File: src/rtl/mc14500b_icu.sv
// MC14500B-style 1-bit industrial control unit: one instruction per valid cycle,
// result register, gated input/output enables, skip handling and one-cycle flags.
module mc14500b_icu (
    input  logic       clk,
    input  logic       rst,
    input  logic       ins_valid,
    input  logic [3:0] ins,
    input  logic       data_in,
    input  logic [2:0] ia,
    output logic       rr,
    output logic       data_out,
    output logic [2:0] wa,
    output logic       write,
    output logic       jmp,
    output logic       rtn,
    output logic       flag0,
    output logic       flagf
);

    localparam logic [3:0] OP_NOPO = 4'h0;
    localparam logic [3:0] OP_LD   = 4'h1;
    localparam logic [3:0] OP_LDC  = 4'h2;
    localparam logic [3:0] OP_AND  = 4'h3;
    localparam logic [3:0] OP_ANDC = 4'h4;
    localparam logic [3:0] OP_OR   = 4'h5;
    localparam logic [3:0] OP_ORC  = 4'h6;
    localparam logic [3:0] OP_XNOR = 4'h7;
    localparam logic [3:0] OP_STO  = 4'h8;
    localparam logic [3:0] OP_STOC = 4'h9;
    localparam logic [3:0] OP_IEN  = 4'hA;
    localparam logic [3:0] OP_OEN  = 4'hB;
    localparam logic [3:0] OP_JMP  = 4'hC;
    localparam logic [3:0] OP_RTN  = 4'hD;
    localparam logic [3:0] OP_SKZ  = 4'hE;
    localparam logic [3:0] OP_NOPF = 4'hF;

    logic       rr_q, rr_d;
    logic       ien_q, ien_d;
    logic       oen_q, oen_d;
    logic       skip_q, skip_d;
    logic       data_out_q, data_out_d;
    logic [2:0] wa_q, wa_d;
    logic       write_q, write_d;
    logic       jmp_q, jmp_d;
    logic       rtn_q, rtn_d;
    logic       flag0_q, flag0_d;
    logic       flagf_q, flagf_d;
    logic       d_eff;

    // Instruction decode and next-state; pulses default low, held state defaults to current value.
    always_comb begin
        rr_d       = rr_q;
        ien_d      = ien_q;
        oen_d      = oen_q;
        skip_d     = skip_q;
        data_out_d = data_out_q;
        wa_d       = wa_q;
        write_d    = 1'b0;
        jmp_d      = 1'b0;
        rtn_d      = 1'b0;
        flag0_d    = 1'b0;
        flagf_d    = 1'b0;
        d_eff      = data_in & ien_q;

        if (rst) begin
            rr_d       = 1'b0;
            ien_d      = 1'b0;
            oen_d      = 1'b0;
            skip_d     = 1'b0;
            data_out_d = 1'b0;
            wa_d       = 3'b000;
        end else if (ins_valid) begin
            if (skip_q) begin
                // Discarded instruction only consumes the pending skip.
                skip_d = 1'b0;
            end else begin
                case (ins)
                    OP_NOPO: flag0_d = 1'b1;
                    OP_LD:   rr_d = d_eff;
                    OP_LDC:  rr_d = ~d_eff;
                    OP_AND:  rr_d = rr_q & d_eff;
                    OP_ANDC: rr_d = rr_q & ~d_eff;
                    OP_OR:   rr_d = rr_q | d_eff;
                    OP_ORC:  rr_d = rr_q | ~d_eff;
                    OP_XNOR: rr_d = ~(rr_q ^ d_eff);
                    OP_STO, OP_STOC: begin
                        if (oen_q) begin
                            data_out_d = (ins == OP_STOC) ? ~rr_q : rr_q;
                            wa_d       = ia;
                            write_d    = 1'b1;
                        end else begin
                            write_d    = 1'b0;
                        end
                    end
                    OP_IEN:  ien_d = data_in;
                    OP_OEN:  oen_d = data_in;
                    OP_JMP:  jmp_d = 1'b1;
                    OP_RTN: begin
                        rtn_d  = 1'b1;
                        skip_d = 1'b1;
                    end
                    OP_SKZ:  skip_d = ~rr_q;
                    OP_NOPF: flagf_d = 1'b1;
                    default: flag0_d = 1'b0;
                endcase
            end
        end else begin
            skip_d = skip_q;
        end
    end

    // State and output registers.
    always_ff @(posedge clk) begin
        rr_q       <= rr_d;
        ien_q      <= ien_d;
        oen_q      <= oen_d;
        skip_q     <= skip_d;
        data_out_q <= data_out_d;
        wa_q       <= wa_d;
        write_q    <= write_d;
        jmp_q      <= jmp_d;
        rtn_q      <= rtn_d;
        flag0_q    <= flag0_d;
        flagf_q    <= flagf_d;
    end

    assign rr       = rr_q;
    assign data_out = data_out_q;
    assign wa       = wa_q;
    assign write    = write_q;
    assign jmp      = jmp_q;
    assign rtn      = rtn_q;
    assign flag0    = flag0_q;
    assign flagf    = flagf_q;

endmodule

File: config.mk
export PLATFORM = sky130hd
export DESIGN_NAME = mc14500b_icu
export DESIGN_NICKNAME = d
export VERILOG_FILES = /design/src/rtl/mc14500b_icu.sv
export SDC_FILE = /design/constraint.sdc
export NUM_CORES = 1
export LEC_CHECK = 0
export ABC_AREA = 1
export ABC_CLOCK_PERIOD_IN_PS = 2700
export CAP_MARGIN = 20
export CORE_UTILIZATION = 45
export DETAILED_ROUTE_END_ITERATION = 16
export GPL_ROUTABILITY_DRIVEN = 1
export PLACE_DENSITY = 0.82
export SLEW_MARGIN = 25
export SYNTH_ARGS = -nofsm -noshare
export SYNTH_HDL_FRONTEND = slang
export SYNTH_SLANG_ARGS = --single-unit
File: constraint.sdc
create_clock -name clk -period 2.7 [get_ports clk]
set_clock_uncertainty 0.05 [all_clocks]
set_input_delay 0.675 -clock clk [delete_from_list [all_inputs] [get_ports clk]]
set_output_delay 0.675 -clock clk [all_outputs]
set_load 0.02 [all_outputs]
==> reports/qor.yml <==
die:
  dieArea_um2: 1460
  die_x_um: 38.3
  die_y_um: 38.3
  ios: 21
  core.rowCount: 12
  core_area_um2: 1170
  start_util_pct: 50.5
worst_setup_path:
  crit_path_end_kind: "primary output"
  worstSetupPathType: "reg2out"
  critPathBufInv: 1
  crit_chain: "clkdlybuf4s50_1"
  cpPeakStageDelay_ns: 0.63
  crit_path_start_kind: "register"
  cp_max_fo: 5
  critPathTopFamily: "buffers and inverters"
  worstPathArrival_ns: 1.29
  cp.required_ns: 1.98
  slowest_stage: "clkdlybuf4s50_1"
global_route:
  antenna_found_initial: 0
  grt_max_degree: 10
  overflow: 0
  grt_pass1_wl_um: 2090
  grt_pass1_vias: 499
  grtUsageTotal_pct: 21.4
route:
  detail_route.wl_per_cell_um: 10.1
  dr.pass1.iters: 4
  post-route-drc-count: 0
  vias_per_cell: 4.97
  wl_um: 1200
  vias: 587
  detail-route-antenna-nets: 0
  drt-initial-drc-count: 13
sta:
  setup_violations: 0
  fin_crit_sh_pct: 74.7
  slew_headroom_pct: 78.7
  clock.fmax_mhz: 496
  maxSlewViolCount: 0
  min_period_ns: 2.02
  worstMarginPinSlew_ns: 0.319
  hold_viol: 0
  setup_tns_ns: 0
  rsz0062_at_grt: "false"
synth:
  synthesis.nets: 92
  yosysUniqueCellTypes: 19
  synth_area_leaders: "dfxtp_1 (44%), nand2_1 (9.5%), inv_1 (7.6%), nor2_1 (7.0%), a21oi_1 (5.1%)"
  avgSynthCellArea_um2: 7.31
  ys_seq_area_share_pct: 44.0
  synth_top_area_cell: "dfxtp_1"
  netlist.area_leader.share_pct: 44.0
  yosysWarnings: 0
  ys_seq_elements: 13
  syn-instance-count: 81
  syn_area_um2: 592
cts:
  cts_tree: "done"
  clk_pin_slew_ns: 0.08
  cts_inserted_buffers: 3
  cts-resized-gates: 0
  cts_buffer_depth: 2
  cts.hold.buffers_added: 0
  cts_root_buf: "clkbuf_4"
  clock_latency_ns: 0.27
  cts.sinks: 13
  post_cts_buffers: 0
  htree_levels: 1
layout:
  drive_gt1_share_pct: 9.62
  multi_input_area_um2: 265
  nets: 116
  syn2layout_area_growth_pct: 39.3
  layout_commonest_cell: "clkdlybuf4s50_1"
  seq_area_um2: 260
  layout_common_cells: "clkdlybuf4s50_1 (20), nand2_1 (15), dfxtp_1 (13)"
  num-fill-cells: 106
  stdcell_area_um2: 825
  antenna_cells: 0
placement:
  dpl.hpwl_um: 905
  io_buffer_count: 20
  place_area_um2: 798
  gp_congestion: 0.852
pwr:
  p_leak_nw: 0.320
  max-vdd-ir-drop_v: 0.000281
  power.density_nw_per_um2: 447
  p_total_uw: 368
flow_run:
  max-cap-violations: 0
min_path:
  hold_path_class: "reg2reg"
outcome:
  status: "finished clean"
[final cells by class]
type	count	share of cell area, %
multi-input combinational	53	32.2
sequential	13	31.6
timing repair buffer	20	24.3
inverter	14	6.68
clock buffer	4	3.19
tap	14	2.12
[logic make-up after synthesis]
group                     after synthesis  synth area share, %
and+or+nand+nor                        37                 29.8
AOI/OAI and AO/OA                      15                 13.5
buffers and inverters                  15                 11.2
DFF                                    13                 44.0
xor gates and xnor gates                1                 1.48
[routing by layer]
metal,wire length [µm],up-vias,GRT usage (%)
met5,0,-,0
met4,8,0,5.36
met3,67,2,10.5
met2,550,16,29.7
met1,570,267,29.1
li1,-,302,-
[power by group]
| part | leakage [nW] | switching [mW] | internal (mW) | total, mW |
|---|---|---|---|---|
| registers | 0.105 | 0.00167 | 0.194 | 0.196 |
| clock network | 0.0150 | 0.0631 | 0.0573 | 0.120 |
| logic | 0.200 | 0.0283 | 0.0240 | 0.0523 |
| total | 0.320 | 0.0930 | 0.275 | 0.368 |
[Yosys cell counts]
cell	n
nor4_1	1
dfxtp_1	13
nor2_1	11
a31oi_1	1
buf_6	1
xor2_1	1
o21ai_1	1
o32ai_1	1
nand2_1	15
o21ai_0	6
a21oi_1	6
inv_2	1
nand3_4	1
inv_4	1
nand3_1	3
nor2_4	1
nor3_1	2
nand2_2	3
inv_1	12
[through the flow]
| stage | std cells | setup WS, ns | util (%) | hold slack, ns |
|---|---|---|---|---|
| 3_5_place_dp | 114 | 0.658 | 68.2 | 0.391 |
| 5_1_grt | 118 | 0.615 | 70.4 | 0.432 |
| 2_1_floorplan | 81 | 1.28 | - | 0.373 |
| 6_report | 118 | 0.683 | 70.4 | 0.397 |
| 4_1_cts | 118 | 0.670 | 70.4 | 0.403 |
| 3_3_place_gp | 114 | 0.682 | 68.2 | 0.382 |
[sequential cells by signal, summed over array words and instances, names as in the netlist]
signal / count
data_out: 1
flagf: 1
ien_q: 1
wa: 3
write: 1
rtn: 1
skip_q: 1
oen_q: 1
rr: 1
flag0: 1
jmp: 1
[worst paths after layout]
kind | endpoint | cells past startpoint | startpoint | slack, ns
setup / recovery | rr | 1 | rr | 0.68
hold / removal | ien_q | 2 | ien_q | 0.40
setup reg to reg | wa[1] | 6 | skip_q | 1.55
hold reg to reg | ien_q | 2 | ien_q | 0.40
Power figures use the tool's default switching activity.
